<file path="src/rtl/regfile_write_arbiter_if.sv">
// Request bundle shared by all register file write requesters.
// master: valid/dest/data out, ready in; slave: the arbiter side.
interface regfile_write_arbiter_if #(
  parameter int NUM_REQ = 3,
  parameter int DATA_W  = 32,
  parameter int ADDR_W  = 5
);
  logic [NUM_REQ-1:0]        req_valid;
  logic [NUM_REQ-1:0]        req_ready;
  logic [NUM_REQ*ADDR_W-1:0] req_dest;
  logic [NUM_REQ*DATA_W-1:0] req_data;

  modport master (
    output req_valid,
    output req_dest,
    output req_data,
    input  req_ready
  );

  modport slave (
    input  req_valid,
    input  req_dest,
    input  req_data,
    output req_ready
  );
endinterface

</file>
<file path="src/rtl/regfile_write_arbiter.sv">
// Round-robin arbiter for the single register file write port.
// Ports: clk, reset_n, hold, req (slave bundle), rf_write_*, grant_idx, busy.
module regfile_write_arbiter #(
  parameter int NUM_REQ = 3,
  parameter int DATA_W  = 32,
  parameter int ADDR_W  = 5
) (
  input  logic              clk,
  input  logic              reset_n,
  input  logic              hold,
  regfile_write_arbiter_if.slave req,
  output logic              rf_write_en,
  output logic [ADDR_W-1:0] rf_write_dest,
  output logic [DATA_W-1:0] rf_write_data,
  output logic [2:0]        grant_idx,
  output logic              busy
);

  logic [2:0]           rr_ptr;
  logic [3:0]           shamt;
  logic [NUM_REQ-1:0]   vrot;
  logic [NUM_REQ-1:0]   sel_rot;
  logic [2*NUM_REQ-1:0] rdbl;
  logic [NUM_REQ-1:0]   ready;
  logic [3:0]           gsum;
  logic [2:0]           gnt;
  logic                 found;
  logic                 xfer;
  logic [ADDR_W-1:0]    sel_dest;
  logic [DATA_W-1:0]    sel_data;

  // Rotate valids so bit 0 is the requester just after rr_ptr.
  assign shamt = {1'b0, rr_ptr} + 4'd1;
  assign vrot  = hold ? '0 :
    NUM_REQ'({req.req_valid, req.req_valid} >> shamt);

  always_comb begin
    sel_rot = '0;
    found   = 1'b0;
    gsum    = '0;
    for (int k = 0; k < NUM_REQ; k++) begin
      if (!found && vrot[k]) begin
        found      = 1'b1;
        sel_rot[k] = 1'b1;
        gsum       = shamt + 4'(k);
      end
    end
    if (gsum >= 4'(NUM_REQ))
      gsum = gsum - 4'(NUM_REQ);
  end

  // Rotate the one-hot pick back into requester order.
  assign rdbl  = {{NUM_REQ{1'b0}}, sel_rot} << shamt;
  assign ready = rdbl[NUM_REQ-1:0]
               | rdbl[2*NUM_REQ-1:NUM_REQ];
  assign gnt   = gsum[2:0];
  assign xfer  = found;

  assign req.req_ready = ready;

  always_comb begin
    sel_dest = '0;
    sel_data = '0;
    for (int i = 0; i < NUM_REQ; i++) begin
      if (ready[i]) begin
        sel_dest = req.req_dest[i*ADDR_W +: ADDR_W];
        sel_data = req.req_data[i*DATA_W +: DATA_W];
      end
    end
  end

  always_ff @(posedge clk or negedge reset_n) begin
    if (!reset_n) begin
      rr_ptr        <= 3'(NUM_REQ-1);
      grant_idx     <= '0;
      rf_write_en   <= 1'b0;
      rf_write_dest <= '0;
      rf_write_data <= '0;
    end else if (xfer) begin
      rr_ptr      <= gnt;
      grant_idx   <= gnt;
      // x0 writes complete the handshake but never reach the file.
      rf_write_en <= (sel_dest != '0);
      if (sel_dest != '0) begin
        rf_write_dest <= sel_dest;
        rf_write_data <= sel_data;
      end
    end else begin
      rf_write_en <= 1'b0;
    end
  end

  assign busy = (|req.req_valid) | rf_write_en;

endmodule

</file>
<file path="src/flat_wrapper.sv">
// flat-port wrapper written by rule: the top's interface ports become plain ports
module regfile_write_arbiter_flat 
#(
  parameter int NUM_REQ = 3,
  parameter int DATA_W  = 32,
  parameter int ADDR_W  = 5
)
  (clk, reset_n, hold, rf_write_en, rf_write_dest, rf_write_data, grant_idx, busy, req_req_valid, req_req_dest, req_req_data, req_req_ready);
  regfile_write_arbiter_if #(.NUM_REQ(NUM_REQ), .DATA_W(DATA_W), .ADDR_W(ADDR_W)) req_i ();
  input  logic clk;
  input  logic reset_n;
  input  logic hold;
  output logic rf_write_en;
  output logic [ADDR_W-1:0] rf_write_dest;
  output logic [DATA_W-1:0] rf_write_data;
  output logic [2:0] grant_idx;
  output logic busy;
  input wire logic [$bits(req_i.req_valid)-1:0] req_req_valid;
  input wire logic [$bits(req_i.req_dest)-1:0] req_req_dest;
  input wire logic [$bits(req_i.req_data)-1:0] req_req_data;
  output wire logic [$bits(req_i.req_ready)-1:0] req_req_ready;
  assign req_i.req_valid = req_req_valid;
  assign req_i.req_dest = req_req_dest;
  assign req_i.req_data = req_req_data;
  assign req_req_ready = req_i.req_ready;
  regfile_write_arbiter #(.NUM_REQ(NUM_REQ), .DATA_W(DATA_W), .ADDR_W(ADDR_W)) u_core (.clk(clk), .reset_n(reset_n), .hold(hold), .req(req_i), .rf_write_en(rf_write_en), .rf_write_dest(rf_write_dest), .rf_write_data(rf_write_data), .grant_idx(grant_idx), .busy(busy));
endmodule
</file>
<file path="config.mk">
export PLATFORM = sky130hd
export DESIGN_NAME = regfile_write_arbiter_flat
export DESIGN_NICKNAME = d
export VERILOG_FILES = /design/src/rtl/regfile_write_arbiter_if.sv /design/src/rtl/regfile_write_arbiter.sv /design/src/flat_wrapper.sv
export SDC_FILE = /design/constraint.sdc
export NUM_CORES = 1
export LEC_CHECK = 0
export CAP_MARGIN = 20
export CORE_ASPECT_RATIO = 1.2
export CORE_MARGIN = 2
export CORE_UTILIZATION = 41
export DETAILED_ROUTE_END_ITERATION = 10
export GPL_ROUTABILITY_DRIVEN = 0
export PLACE_DENSITY_LB_ADDON = 0.12
export SYNTH_ARGS = -nofsm -noshare
export SYNTH_HDL_FRONTEND = slang
export SYNTH_SLANG_ARGS = --single-unit
</file>
<file path="constraint.sdc">
create_clock -name clk -period 8.5 [get_ports clk]
set_clock_uncertainty 0.1 [all_clocks]
set_input_delay 1.275 -clock clk [delete_from_list [all_inputs] [get_ports clk]]
set_output_delay 1.275 -clock clk [all_outputs]
set_load 0.01 [all_outputs]
</file>
==> flow_metrics.py <==
metrics = {
    "yosys": {
        "syn_nets": 400,
        "syn_inst": 279,
        "yosysWarnings": 0,
        "seq_area_frac_synth_pct": 38.2,
        "synth.distinct_cells": 51,
        "ys.flop_type": "dfrtp_1",
        "synth-seq-cells": 42,
        "syn_area_per_cell_um2": 9.88,
        "syn_area_um2": 2760,
        "synth_edf_count": 0,
        "async_flop_share_pct": 100,
    },
    "hold_path": {
        "hp-start": "u_core.rf_write_dest[4]",
        "hold_class": "reg -> reg",
    },
    "detailed_routing": {
        "post_drt_wl_per_cell_um": 17.3,
        "viasPerCell": 5.70,
        "finalWirelength_um": 8840,
        "drtAntennaViolNets": 0,
        "dr.pass1.iters": 8,
        "first_iter_violations": 274,
        "vias": 2919,
        "drc": 0,
    },
    "clocking": {
        "ctsHoldBuffers": 0,
        "tritoncts": "yes",
        "cts_root_buffer": "clkbuf_8",
        "cts_buffers": 5,
        "h-tree-depth": 2,
        "clk_latency_ns": 0.29,
        "cts.sinks": 42,
        "ctsLongestPathBuffers": 2,
        "path_clk_slew_ns": 0.09,
        "cts_setup_buffers": 0,
        "cts_resized": 0,
    },
    "critical_path": {
        "reg2reg_from": "u_core.rr_ptr[0]",
        "crit_path_end_kind": "output pin",
        "cpPeakStageDelay_ns": 0.63,
        "crit_fanout": 39,
        "crit_type": "in -> out",
        "required_ns": 7.12,
        "cp_num_buf_inv": 3,
        "start_kind": "input port",
        "crit_path_frequent_cell": "clkdlybuf4s50_1",
        "worst_path_max_delay_cell": "clkdlybuf4s50_1",
        "startpoint": "req_req_valid[0]",
        "ff2ff_setup_slack_ns": 4.29,
        "path_delay_family": "buffers and inverters",
        "cp_cell_sequence": "clkdlybuf4s50_1 > nor4b_1 > o31a_1 > nand4_1 > o211ai_1 > o221a_1 > buf_4 > clkdlybuf4s50_1",
        "arrival_ns": 4.04,
    },
    "timing": {
        "fin_setup_tns_ns": 0,
        "rsz0062_at_grt": "false",
        "fin_crit_ns": 5.41,
        "hold_viol_final": 0,
        "tightest_slew_ns": 0.935,
        "max_freq_ghz": 0.185,
        "setup_viol": 0,
        "setup_slack_ns": 3.09,
        "slew_viol_final": 0,
        "relSlewSlack_pct": 37.7,
        "finalCritPeriodShare_pct": 63.7,
        "finalHoldWorstSlack_ns": 0.390,
    },
    "status": {
        "outcome": "completed",
    },
    "global_routing": {
        "overflow": 0,
        "grt_pass1_wl_um": 14300,
        "grt_pass1_vias": 3059,
        "grt_max_degree": 43,
        "grt_use_total_pct": 24.3,
        "antenna_found_initial": 0,
    },
    "layout": {
        "fin_area_um2": 4470,
        "post-route-util_pct": 69.0,
        "diodes": 0,
        "fin_nets": 547,
        "drive_above_1_share_pct": 4.68,
        "area_growth_pct": 62.4,
    },
    "floorplan": {
        "fp.dieH_um": 93.8,
        "rows": 32,
        "start_util_pct": 42.5,
        "die_area_um2": 7390,
        "ios": 162,
        "die_x_um": 78.8,
        "core_um2": 6490,
    },
    "power": {
        "ir_worst_vdd_mv": 0.320,
        "power_density_nw_per_um2": 384,
        "power_leakage_nw": 1.89,
    },
    "place": {
        "numPortBuffers": 161,
        "dp_slack_ns": 3.12,
        "dpl.hpwl_um": 6660,
        "place_area_um2": 4360,
    },
    "run": {
        "cap_violations": 0,
    },
}
-- cell usage in the layout, fill, tap and decap left out, drive strengths merged, types with 3 or more instances in the layout --
cell           instances
a21o                   3
a21oi                  8
a222oi                35
and2                   3
buf                    4
clkbuf                 6
clkdlybuf4s50        160
dfrtp                 41
ha                     4
inv                   43
mux2i                 37
nand2                  8
nor2                   3
nor2b                  4
nor3                   5
nor4bb                 3
o21ai                 13
o22ai                  3
or3                    3
xnor2                  3
-- metal layers --
metal	vias up	share of wire [%]	track usage (%)
met2	139	52	43.2
met5	-	0	0
li1	1364	-	-
met1	1391	37	26.9
met3	25	8.5	6.73
met4	0	2.6	11.1
-- Yosys cell counts (4+ instances only) --
master / n / share of area, %
o21ai_1: 4 / 0.73
o21ai_0: 9 / 1.6
nor2b_1: 4 / 0.91
clkbuf_1: 14 / 1.9
dfrtp_1: 41 / 37
a222oi_1: 35 / 13
nor3_1: 5 / 0.91
ha_1: 4 / 1.8
buf_2: 5 / 0.91
inv_1: 40 / 5.4
a21oi_1: 8 / 1.5
mux2i_1: 37 / 13
nand2_1: 8 / 1.1
-- registers in the layout, summed over array words and instances, names as in the netlist --
| register | count |
|---|---|
| u_core.rf_write_dest | 5 |
| u_core.rf_write_data | 32 |
| u_core.rr_ptr | 3 |
| u_core.grant_idx | 1 |
| u_core.rf_write_en | 1 |
-- where the power goes --
part	leakage, nW	internal, mW	switching [mW]
sequential	0.545	0.290	0.0684
combinational	1.29	0.582	0.621
clock	0.0514	0.0877	0.0696
total	1.89	0.959	0.759
-- worst paths after layout --
kind / to / cells after the start
hold reg to reg: u_core.rf_write_dest[4] / 1
setup / recovery: req_req_ready[0] / 8
setup reg to reg: u_core.rf_write_data[24] / 12
hold / removal: u_core.rf_write_dest[4] / 1
min in group asynchronous: u_core.rf_write_data[2] / 1
max in group asynchronous: u_core.rr_ptr[2] / 1
-- worst register-to-register path, cell delays in order, from the launching register on --
cell and delay [ns]:
dfrtp_1 0.87, inv_2 0.25, ha_1 0.53, inv_1 0.20
nor3_1 0.09, o2bb2ai_1 0.18, o211ai_1 0.10, buf_4 0.26
and2_1 0.25, a221o_1 0.31, a2111oi_4 0.43, inv_4 0.30
mux2i_1 0.22
-- kinds of logic after synthesis --
| kind of cell | count (synthesis) | share of synthesized area (%) |
|---|---|---|
| simple gates | 42 | 9.26 |
| xor+xnor | 4 | 1.27 |
| compound gates | 81 | 24.7 |
| fa+ha+maj | 4 | 1.82 |
| buf+inv | 67 | 10.5 |
| mux | 39 | 14.3 |
| flops | 42 | 38.2 |
-- stage by stage --
| step | instances | power [mW] |
|---|---|---|
| 6_report | 512 | 1.72 |
| 3_5_place_dp | 504 | 1.57 |
| 5_1_grt | 512 | 1.86 |
| 3_3_place_gp | 504 | 1.54 |
| 4_1_cts | 512 | 1.73 |
| 2_1_floorplan | 279 | 1.24 |
-- cell type report --
cell class	count	area (um^2)
timing repair buffer	164	1630
inverter	43	164
tap	85	106
fill	539	2010
clock buffer	6	72.6
multi-input combinational	170	1410
sequential	42	1050
clock inverter	2	37.5
(Power assumes the default switching activity.)
